$ cat src/rtl/fu_ctrl_pkg.sv
// fu_ctrl_pkg: shared function-select codes, opcodes, FSM encodings and instruction field positions.
package fu_ctrl_pkg;
  localparam logic [4:0] FS_MOVA = 5'b00000;
  localparam logic [4:0] FS_ADD  = 5'b00010;
  localparam logic [4:0] FS_SUB  = 5'b00101;
  localparam logic [4:0] FS_DEC  = 5'b00111;
  localparam logic [4:0] FS_AND  = 5'b01000;
  localparam logic [4:0] FS_OR   = 5'b01010;
  localparam logic [4:0] FS_XOR  = 5'b01100;
  localparam logic [4:0] FS_NOT  = 5'b01110;
  localparam logic [4:0] FS_LSR  = 5'b10000;
  localparam logic [4:0] FS_LSL  = 5'b10001;
  localparam logic [6:0] OPC_BZ  = 7'b1100000;
  localparam logic [6:0] OPC_BN  = 7'b1100001;
  localparam logic [6:0] OPC_BC  = 7'b1100010;
  localparam logic [6:0] OPC_BV  = 7'b1100011;
  localparam logic [6:0] OPC_NOP = 7'b1111111;
  localparam logic [1:0] ST_IDLE   = 2'd0;
  localparam logic [1:0] ST_ISSUE  = 2'd1;
  localparam logic [1:0] ST_BRANCH = 2'd2;
  localparam int OPC_LSB = 25;
  localparam int DR_LSB  = 20;
  localparam int SA_LSB  = 15;
  localparam int SB_LSB  = 10;
  localparam int SH_LSB  = 0;
  localparam int IMM_LSB = 0;
  function automatic logic fs_legal(input logic [4:0] fs);
    return fs inside {FS_MOVA, FS_ADD, FS_SUB, FS_DEC, FS_AND, FS_OR, FS_XOR, FS_NOT, FS_LSR, FS_LSL};
  endfunction
endpackage

$ cat src/rtl/fu_opcode_decode.sv
// fu_opcode_decode: combinational opcode classifier; BC/BV are legal only when FU_FLAG_REG_EN is defined.
module fu_opcode_decode
  import fu_ctrl_pkg::*;
(
  input  logic [6:0] i_opcode,
  output logic [4:0] o_fs,
  output logic       o_mb,
  output logic       o_is_alu,
  output logic       o_is_branch,
  output logic [1:0] o_br_sel,
  output logic       o_legal
);
  logic w_alu, w_br, w_nop;
  assign w_alu = !i_opcode[6];
`ifdef FU_FLAG_REG_EN
  assign w_br = i_opcode[6:2] == OPC_BZ[6:2];
`else
  assign w_br = i_opcode[6:1] == OPC_BZ[6:1];
`endif
  assign w_nop       = i_opcode == OPC_NOP;
  assign o_is_alu    = w_alu;
  assign o_is_branch = w_br;
  assign o_fs        = w_alu ? i_opcode[4:0] : FS_MOVA;
  assign o_mb        = w_alu & i_opcode[5];
  assign o_br_sel    = i_opcode[1:0];
  assign o_legal     = w_alu ? fs_legal(i_opcode[4:0]) : (w_br | w_nop);
endmodule

$ cat src/rtl/fu_issue_ctrl.sv
// fu_issue_ctrl: decode/issue FSM (IDLE/ISSUE/BRANCH) driving the function unit and register file.
// FU_FLAG_REG_EN adds the STATUS flag register and the BC/BV branches.
module fu_issue_ctrl
  import fu_ctrl_pkg::*;
#(
  parameter int DATA_W = 32,
  parameter int IMM_W  = 15,
  parameter int REG_AW = 5
) (
  input  logic              i_clk,
  input  logic              i_reset,
  input  logic              i_in_valid,
  output logic              o_in_ready,
  input  logic [31:0]       i_instr,
  input  logic              i_hold,
  input  logic              i_z,
  input  logic              i_c,
  input  logic              i_n,
  input  logic              i_v,
  output logic              o_issue_valid,
  output logic [4:0]        o_fs,
  output logic [4:0]        o_sh,
  output logic [REG_AW-1:0] o_aa,
  output logic [REG_AW-1:0] o_ba,
  output logic [REG_AW-1:0] o_da,
  output logic              o_mb,
  output logic [DATA_W-1:0] o_imm,
  output logic              o_rw,
  output logic              o_br_taken,
  output logic [IMM_W-1:0]  o_br_offset,
  output logic              o_illegal,
  output logic [3:0]        o_status
);
  logic [1:0]  r_state;
  logic [31:0] r_instr;
  logic        r_cond;
  logic [1:0]  w_next;
  logic [1:0]  w_br_sel;
  logic [3:0]  w_status;
  logic        w_issue, w_commit, w_accept, w_to_branch, w_cond;
  logic        w_is_alu, w_is_branch, w_legal;
  fu_opcode_decode u_dec (
    .i_opcode    (r_instr[OPC_LSB +: 7]),
    .o_fs        (o_fs),
    .o_mb        (o_mb),
    .o_is_alu    (w_is_alu),
    .o_is_branch (w_is_branch),
    .o_br_sel    (w_br_sel),
    .o_legal     (w_legal)
  );
  assign w_issue     = r_state == ST_ISSUE;
  assign w_commit    = w_issue & !i_hold;
  assign w_to_branch = w_commit & w_is_branch & w_legal;
  assign o_in_ready  = (r_state == ST_IDLE) | (w_commit & !(w_is_branch & w_legal));
  assign w_accept    = i_in_valid & o_in_ready;
  // BC/BV read the stored flags, so a branch never sees the flags of a later op
  assign w_cond = w_br_sel == 2'd0 ? i_z :
                  w_br_sel == 2'd1 ? i_n :
                  w_br_sel == 2'd2 ? w_status[2] : w_status[0];
  assign w_next = r_state == ST_BRANCH ? ST_IDLE :
                  w_accept             ? ST_ISSUE :
                  w_issue & i_hold     ? ST_ISSUE :
                  w_to_branch          ? ST_BRANCH : ST_IDLE;
  always_ff @(posedge i_clk or posedge i_reset) begin
    if (i_reset) begin
      r_state <= ST_IDLE;
      r_instr <= '0;
      r_cond  <= 1'b0;
    end else begin
      r_state <= w_next;
      if (w_accept) r_instr <= i_instr;
      if (w_to_branch) r_cond <= w_cond;
    end
  end
`ifdef FU_FLAG_REG_EN
  logic [3:0] r_status;
  always_ff @(posedge i_clk or posedge i_reset) begin
    if (i_reset) r_status <= '0;
    else if (w_commit & w_is_alu & w_legal) r_status <= {i_z, i_c, i_n, i_v};
  end
  assign w_status = r_status;
`else
  assign w_status = '0;
`endif
  assign o_status      = w_status;
  assign o_issue_valid = w_issue;
  assign o_sh          = r_instr[SH_LSB +: 5];
  assign o_aa          = r_instr[SA_LSB +: REG_AW];
  assign o_ba          = r_instr[SB_LSB +: REG_AW];
  assign o_da          = r_instr[DR_LSB +: REG_AW];
  assign o_imm         = {{(DATA_W-IMM_W){1'b0}}, r_instr[IMM_LSB +: IMM_W]};
  assign o_rw          = w_commit & w_is_alu & w_legal;
  assign o_illegal     = w_commit & !w_legal;
  assign o_br_taken    = (r_state == ST_BRANCH) & r_cond;
  assign o_br_offset   = r_state == ST_BRANCH ? r_instr[IMM_LSB +: IMM_W] : '0;
endmodule

$ cat config.mk
export PLATFORM = sky130hd
export DESIGN_NAME = fu_issue_ctrl
export DESIGN_NICKNAME = d
export VERILOG_FILES = /design/src/rtl/fu_ctrl_pkg.sv /design/src/rtl/fu_opcode_decode.sv /design/src/rtl/fu_issue_ctrl.sv
export SDC_FILE = /design/constraint.sdc
export NUM_CORES = 1
export LEC_CHECK = 0
export BUFFER_PORTS_ARGS = -buffer_cell sky130_fd_sc_hd__buf_2
export CORE_ASPECT_RATIO = 1.1
export CORE_MARGIN = 5
export CORE_UTILIZATION = 30
export CTS_CLUSTER_DIAMETER = 30
export CTS_CLUSTER_SIZE = 40
export DETAILED_ROUTE_END_ITERATION = 16
export PLACE_DENSITY = 0.65
export REMOVE_ABC_BUFFERS = 1
export SLEW_MARGIN = 10
export SYNTH_ARGS = -nofsm -noshare
export SYNTH_HDL_FRONTEND = slang
export SYNTH_SLANG_ARGS = --single-unit
$ cat constraint.sdc
create_clock -name i_clk -period 1.8 [get_ports i_clk]
set_input_delay 0 -clock i_clk [delete_from_list [all_inputs] [get_ports i_clk]]
set_output_delay 0 -clock i_clk [all_outputs]
set_load 0.02 [all_outputs]
# ---- Word level (Yosys, flattened, before mapping)
# Cells that the tools add are included.
dict set report word_totals {
  reg_bits 35
}
dict set report op_classes {
  eq_ne 14
  muxes 9
  bitwise_logic 14
  reduce_logical 8
}
# op n
set ops {}
lappend ops {{5-bit by 4-bit equality test with 1-bit output (second input constant)} 4}
lappend ops {{15-bit two-way mux} 1}
lappend ops {{1-bit AND} 12}
lappend ops {{5-bit by 3-bit equality test with 1-bit output (second input constant)} 2}
lappend ops {{5-bit equality test (second input constant)} 2}
lappend ops {{10-bit nonzero test} 1}
lappend ops {{2-bit two-way mux} 4}
lappend ops {{7-bit equality test (second input constant)} 1}
lappend ops {{6-bit equality test (second input constant)} 1}
lappend ops {{5-bit by 2-bit equality test with 1-bit output (second input constant)} 1}
lappend ops {{5-bit logical NOT} 1}
lappend ops {{5-bit two-way mux} 1}
lappend ops {{2-bit by 1-bit equality test with 1-bit output (second input constant)} 2}
lappend ops {{1-bit logical NOT} 4}
lappend ops {{2-bit logical NOT} 2}
lappend ops {{1-bit two-way mux} 3}
lappend ops {{2-bit equality test (second input constant)} 1}
lappend ops {{1-bit OR} 2}

# ---- Logic depth before layout (Yosys ltp)
# Gate-level depths: netlist of run 1.
dict set report logic_depth {
  word_depth 10
  depth_mapped 5
  mapped_depth_nobuf 3
}

# ---- By module
# Synthesis of run 1 repeated with hierarchy kept, for this count alone.
dict set report hier_totals {
  hier_cells 180
  hier_area_um2 2034.5
}
# mod cells_per_inst area_per_inst_um2 n_inst seq_area_each_um2
set by_module_without_submodules {}
lappend by_module_without_submodules {fu_issue_ctrl 159 1908.1 1 875.8}
lappend by_module_without_submodules {fu_opcode_decode 21 126.4 1 0.0}

# ---- Worst setup path after synthesis of run 1
# Ideal clock, no wire load.
dict set report synth_path {
  kind {register to register}
  from {reg r_instr[27]}
  to {reg r_instr[14]}
  synth_period_minus_slack_ps 1885
  arrival_time_ps 1760
  setup_time_ps 125
  path_buffers 1
  t_required_ps 1675
  setup_slack_ps -85
  path_stages_with_launch 5
  cell_sequence {dfrtp_1 > or3_4 > o311ai_4 > buf_6 > mux2_2}
}
dict set report synth_between {
  elab_chain_len 8
  elab_cells_between_ends 20
}
# element line
set synth_lines {}
lappend synth_lines {{start: declaration} fu_issue_ctrl.sv:35} ;# logic [31:0] r_instr;
lappend synth_lines {{start signal: assignment} fu_issue_ctrl.sv:71} ;# if (w_accept) r_instr <= i_instr;
lappend synth_lines {{5-bit by 2-bit equality test with 1-bit output, or another cell as far along} fu_ctrl_pkg.sv:28} ;# return fs inside {FS_MOVA, FS_ADD, FS_SUB, FS_DEC, FS_AND, FS_OR, FS_XOR, FS_NOT, FS_LSR, FS_LSL};
lappend synth_lines {{10-bit nonzero test or 1-bit OR (tied branches)} {fu_ctrl_pkg.sv:28, fu_opcode_decode.sv:26}}
lappend synth_lines {{1-bit two-way mux} fu_opcode_decode.sv:26} ;# assign o_legal = w_alu ? fs_legal(i_opcode[4:0]) : (w_br | w_nop);
lappend synth_lines {{1-bit AND *} fu_issue_ctrl.sv:54} ;# assign o_in_ready = (r_state == ST_IDLE) | (w_commit & !(w_is_branch & w_legal));
lappend synth_lines {{1-bit logical NOT *} fu_issue_ctrl.sv:54}
lappend synth_lines {{1-bit AND *} fu_issue_ctrl.sv:54}
lappend synth_lines {{1-bit OR *} fu_issue_ctrl.sv:54}
lappend synth_lines {{1-bit AND *} fu_issue_ctrl.sv:55} ;# assign w_accept = i_in_valid & o_in_ready;
# Every way passes the cells marked *; elsewhere a longest branch is shown, timed or not.
# A chain may end at the register's enable or synchronous reset.

# ---- Worst setup path after layout of run 1
dict set report layout_path {
  from {reg r_instr[27]}
  to {reg r_instr[25]}
}
# Same word-level chain as after synthesis.

==> flow_summary.yaml, run 1 <==
place:
  gp_congestion: 0.665
  post_dp_cell_area_um2: 2340
  dp.cells: 329
  hpwl_um: 3440
  portBuffers: 98
floorplanning:
  initial_core_util: 0.309
  die_width_um: 88.5
  die_area_um2: 8530
  die_h_um: 96.4
  ios: 122
  core_area_um2: 6590
  rows: 31
power:
  p_leak_nw: 1.60
  power_density_nw_per_um2: 883
  ir_worst_vdd_v: 0.000449
logic_synthesis:
  synth.largest_area_cell: "dfrtp_1"
  synth_cell_type_count: 24
  synth-seq-cells: 35
  synth_area_um2: 2030
  syn_avg_cell_area_um2: 11.4
  synth_top_area_frac: 0.431
  seq_area_frac_synth: 0.431
  synthCells: 178
  synth.area.top_cells: "dfrtp_1, buf_4, mux2_2, and2_1, nor2b_1"
  yosys_warnings: 0
layout:
  layout_commonest_cell: "buf_2"
  finish.instance_area_um2: 3030
  final_core_util: 0.459
  multi_input_area_um2: 896
  final-seq-area_um2: 876
  final_cell_mix: "buf_2, dfrtp_1, dlygate4sd3_1"
  n_fill_cell: 609
  final_net_count: 334
  n_antenna_cell: 0
  fin_cells: 377
  syn2layout_area_growth_pct: 48.8
  drive_gt1_frac: 0.549
clocking:
  clkSinkCount: 35
  clk_path_buf_depth: 2
  cts_tree: "done"
  cts-htree-levels: 2
  clock_latency_ps: 280
  numCtsBuffers: 5
  path_clk_slew_ps: 70
  root_buffer: "clkbuf_8"
critical_path:
  worstSetupPathType: "flop to flop"
  crit_buf_inv: 2
  reg2reg_from: "r_instr[27]$_DFFE_PP0P_"
  r2r_cells: 5
  cp_max_fo: 8
  startpoint_type: "flop"
  rr_endpoint: "r_instr[25]$_DFFE_PP0P_"
  required_ps: 1970
  critPathTopFamily: "simple AND/OR/NAND/NOR gates"
  r2r_setup_slack_ps: -40
  cpMaxStageDelayCell: "or3_4"
  cpPeakStageDelay_ps: 410
  endpoint_kind: "flop"
  crit_chain: "or3_4 -> o311ai_4 -> buf_6 -> clkbuf_16 -> mux2_2"
  worstPathArrival_ps: 2010
timing:
  setup_ws_ps: -42.5
  setup-tns-final_ps: -458
  max_freq_ghz: 0.543
  setup_viol: 32
  hold_viol_final: 0
  finalCriticalPeriod_ps: 1840
  finalCritPeriodShare: 1.02
  rsz0062_at_grt: "yes"
  fin_skew_ps: 2.51
  slew_violations: 0
grt:
  use_met2: 0.208
  grt_use_met1: 0.123
  grt_max_degree: 36
  grt_pass1_vias: 1581
  globalRouteOverflowTotal: 0
  grt_pass1_wl_um: 7410
  grt_use_met3: 0.0331
  antenna_found_initial: 0
  groute.usage.overall: 0.113
  grt.busiest_layer: "met2"
worst_hold_path:
  hold_class: "primary input to flop"
  hold-path-cell-count: 4
  hold_end: "r_cond$_DFFE_PP0N_"
  min_from: "i_z"
detailed_routing:
  post_drt_wl_per_cell_um: 14.4
  ant_nets: 0
  viasPerCell: 4.19
  wl_um: 5430
  drt_pass1_iterations: 4
  vias: 1579
  drc_errors: 0
  drt-initial-drc-count: 42
run:
  max_cap_violations: 0
outcome:
  outcome: "finished, violations left"
  violations: "negative setup slack"
==> kinds of logic (layout without fill, tap and decap cells) <==
logic type      count (synthesis)  in the layout  synth area share
compound gates                  5              5            0.0283
simple gates                   41             41             0.123
buf+inv                        62            159             0.229
other cells                     1             21           0.00184
flops                          35             35             0.431
mux                            34             34             0.188
==> sequential cells by signal, indices dropped and copies added, names as in the netlist <==
signal / count
r_state: 2
r_cond: 1
r_instr: 32
==> synth_stat cells <==
cell type and number:
a2111oi_0 1, a21oi_1 1, and2_1 16, buf_4 56, buf_6 3, clkbuf_1 2, conb_1 1, dfrtp_1 35
inv_1 1, mux2_1 4, mux2_2 29, mux2i_1 1, nand2_1 4, nand2b_1 2, nand3_1 1, nor2_1 1
nor2b_1 10, nor3_1 2, nor4_1 2, nor4b_1 1, o311ai_4 1, o31a_1 2, or3_4 1, or3b_2 1
==> how the worst max path moves through the flow <==
stage                     slack [ps]                       to                    start  cells after the start
after floorplan                 -560  r_instr[10]$_DFFE_PP0P_  r_instr[27]$_DFFE_PP0P_                      3
after global placement           -20  r_instr[24]$_DFFE_PP0P_  r_instr[27]$_DFFE_PP0P_                      4
after detailed placement         -60  r_instr[15]$_DFFE_PP0P_  r_instr[27]$_DFFE_PP0P_                      4
after CTS                        -40  r_instr[15]$_DFFE_PP0P_  r_instr[27]$_DFFE_PP0P_                      5
after global routing            -110  r_instr[22]$_DFFE_PP0P_  r_instr[27]$_DFFE_PP0P_                      5
final                            -40  r_instr[25]$_DFFE_PP0P_  r_instr[27]$_DFFE_PP0P_                      5
==> where the power goes <==
part | switching [W] | internal (W)
Clock | 0.000264 | 0.000349
Sequential | 0.0000948 | 0.000918
Combinational | 0.000538 | 0.000509
Total | 0.000897 | 0.00178
==> through the flow <==
step	setup WS [ps]	total power [W]	hold WS, ps
floorplan	-556	0.00152	114
global placement	-16.7	0.00184	124
detailed placement	-58.8	0.00186	134
CTS	-38.6	0.00260	126
global route	-107	0.00282	146
finish	-42.5	0.00267	114
==> layer usage <==
layer,up-vias,part of all wire
li1,742,-
met1,769,0.37
met2,62,0.54
met3,6,0.076
met4,0,0.013
met5,-,0
==> worst min-delay path, cell delays in order <==
cell,delay (ps)
buf_2,70
mux2i_1,70
nor2_1,80
mux2_2,140
==> what timing repair did <==
action,CTS,global route
endpoints found under the setup margin,34,35
buffers inserted,2,1
resized for setup,11,28
gates cloned,1,2
hold buffers,34,0
endpoints found under the hold margin,68,0
pin swaps,2,0
==> layout make-up <==
class | count | area share
Multi-Input combinational cell | 101 | 0.296
Clock buffer | 8 | 0.0331
Inverter | 1 | 0.00124
Tap cell | 82 | 0.0339
Sequential cell | 35 | 0.289
Timing Repair Buffer | 150 | 0.347
No activity file was read; power rests on OpenSTA's default activity.
==> run 2, diff against run 1 <==
--- a/config.mk
+++ b/config.mk
@@ -13,7 +13,6 @@
 export CTS_CLUSTER_SIZE = 40
 export DETAILED_ROUTE_END_ITERATION = 16
 export PLACE_DENSITY = 0.65
-export REMOVE_ABC_BUFFERS = 1
 export SLEW_MARGIN = 10
 export SYNTH_ARGS = -nofsm -noshare
 export SYNTH_HDL_FRONTEND = slang
==> run 2 against run 1 <==
Effect of this change:
- the run still ends with negative setup slack left
- non-clock buffer count fell by 3
- critical endpoint is now r_instr[27]$_DFFE_PP0P_
- sequential power barely moved
- critical path type unchanged
- flip-flop and latch count did not move
- clock-buffer cell count fell by 1
- critical path depth did not move
- die area did not move
- setup slack got worse by 6.4 ps
- hold slack improved by 43 ps
- combinational power barely moved
==> flow_summary.yaml, run 2 (synthesis results as in run 1) <==
power:
  p_comb_frac: 0.403
  p_sw_w: 0.000931
  seq_power_share: 0.385
  ir_worst_vdd_v: 0.000522
  switching_share: 0.353
  p_leak_nw: 1.60
  power_density_nw_per_um2: 873
  power.internal_w: 0.00170
  p_clk_frac: 0.212
layout:
  n_antenna_cell: 0
  final_net_count: 331
  top_register: "r_instr"
  n_fill_cell: 603
  multi_input_area_um2: 941
  layout_commonest_cell: "buf_2"
  top_regs: "r_instr (32), r_state (2), r_cond (1)"
  drive_gt1_frac: 0.545
  syn2layout_area_growth_pct: 48.5
  fin_cells: 374
  final_cell_mix: "buf_2, dfrtp_1, dlygate4sd3_1"
  final-seq-area_um2: 876
  largest_register_ffs: 32
run:
  max_cap_violations: 0
critical_path:
  worstSetupPathType: "flop to flop"
  required_ps: 1980
  cpPeakStageDelay_ps: 420
  r2r_cells: 5
  r2r_setup_slack_ps: -50
  crit_chain: "or3_4 -> o311ai_4 -> buf_6 -> clkbuf_16 -> mux2_2"
  reg2reg_from: "r_instr[26]$_DFFE_PP0P_"
  rr_endpoint: "r_instr[27]$_DFFE_PP0P_"
  crit_buf_inv: 2
  startpoint_type: "flop"
  endpoint_kind: "flop"
  cp_num_cells: 5
  cp_max_fo: 8
  cpMaxStageDelayCell: "or3_4"
  critPathTopFamily: "simple AND/OR/NAND/NOR gates"
  worstPathArrival_ps: 2030
grt:
  groute.usage.overall: 0.111
  antenna_found_initial: 0
  grt_max_degree: 36
  grt_pass1_vias: 1564
  globalRouteOverflowTotal: 0
  grt_pass1_wl_um: 7210
timing:
  hold_viol_final: 0
  slew_violations: 0
  finalCritPeriodShare: 1.03
  finalCriticalPeriod_ps: 1850
  fin_skew_ps: 11.7
  rsz0062_at_grt: "yes"
  max_freq_ghz: 0.541
  setup_ws_ps: -48.9
  setup_viol: 20
clocking:
  numCtsBuffers: 5
  clkSinkCount: 35
  clk_path_buf_depth: 2
  path_clk_slew_ps: 80
  cts_tree: "done"
  cts-htree-levels: 2
  root_buffer: "clkbuf_8"
  clock_latency_ps: 290
floorplanning:
  rows: 31
  die_h_um: 96.4
  initial_core_util: 0.309
  die_width_um: 88.5
  core_area_um2: 6590
  ios: 122
  die_area_um2: 8530
place:
  hpwl_um: 3120
  gp_congestion: 0.704
  pre_cts_ws_ps: -14.9
  portBuffers: 98
  dp.cells: 327
detailed_routing:
  drt-initial-drc-count: 27
  drt_pass1_iterations: 4
  wl_um: 5480
  viasPerCell: 4.25
  post_drt_wl_per_cell_um: 14.7
  vias: 1591
  ant_nets: 0
  drc_errors: 0
outcome:
  outcome: "finished, violations left"
  violations: "negative setup slack"
worst_hold_path:
  hold_class: "primary input to flop"
  hold-path-cell-count: 4
  hold_end: "r_cond$_DFFE_PP0N_"
  min_from: "i_z"
[run 2: layout make-up]
| cell class | count | share of cell area |
|---|---|---|
| Timing Repair Buffer | 147 | 0.336 |
| Multi-Input combinational cell | 101 | 0.312 |
| Sequential cell | 35 | 0.290 |
| Tap cell | 82 | 0.0340 |
| Clock buffer | 7 | 0.0253 |
| Clock inverter | 1 | 0.00166 |
| Inverter | 1 | 0.00124 |
[run 2: worst max path at each step]
stage / startpoint / to / slack, ps
after floorplan: r_instr[26]$_DFFE_PP0P_ / r_instr[14]$_DFFE_PP0P_ / -10
after global placement: r_instr[26]$_DFFE_PP0P_ / r_instr[28]$_DFFE_PP0P_ / 10
after detailed placement: r_instr[26]$_DFFE_PP0P_ / r_instr[15]$_DFFE_PP0P_ / -10
after CTS: r_instr[26]$_DFFE_PP0P_ / r_instr[15]$_DFFE_PP0P_ / -30
after global routing: r_instr[26]$_DFFE_PP0P_ / r_instr[27]$_DFFE_PP0P_ / -100
final: r_instr[26]$_DFFE_PP0P_ / r_instr[27]$_DFFE_PP0P_ / -50
[run 2: power by group through the flow]
stage	registers [W]	clock network, W	logic, W
after CTS	0.00101	0.000586	0.000904
after detailed placement	0.00102	0	0.000826
final	0.00102	0.000558	0.00106
after floorplan	0.00101	0	0.000758
after global routing	0.00104	0.000624	0.00113
after global placement	0.00101	0	0.000819
[run 2: through the flow]
step	power, W	hold WS [ps]	instance area (um2)	utilization	TNS, ps
floorplan	0.00177	113	2110	-	-302
global placement	0.00183	138	2330	0.353	0
detailed placement	0.00184	140	2330	0.353	-101
CTS	0.00249	115	2780	0.422	-513
global route	0.00279	196	3020	0.458	-1900
finish	0.00264	157	3020	0.458	-422
[run 2: tightest hold or removal path, cell delays in order]
cell and delay, ps:
buf_2 70, mux2i_1 50, nor2_1 120, mux2_2 170
[run 2: what timing repair did]
action | 4_1_cts | 5_1_grt
gates resized for setup | 7 | 38
endpoints found under the setup margin | 34 | 35
cloned | 0 | 3
pin swaps | 1 | 2
hold buffers | 34 | 0
setup buffers | 0 | 2
hold endpoints to repair | 68 | 0
[run 2: per-layer routing]
layer	share of wire	GRT usage
met5	0	0
met4	0.010	0.0416
met3	0.085	0.0339
met2	0.52	0.208
met1	0.38	0.114
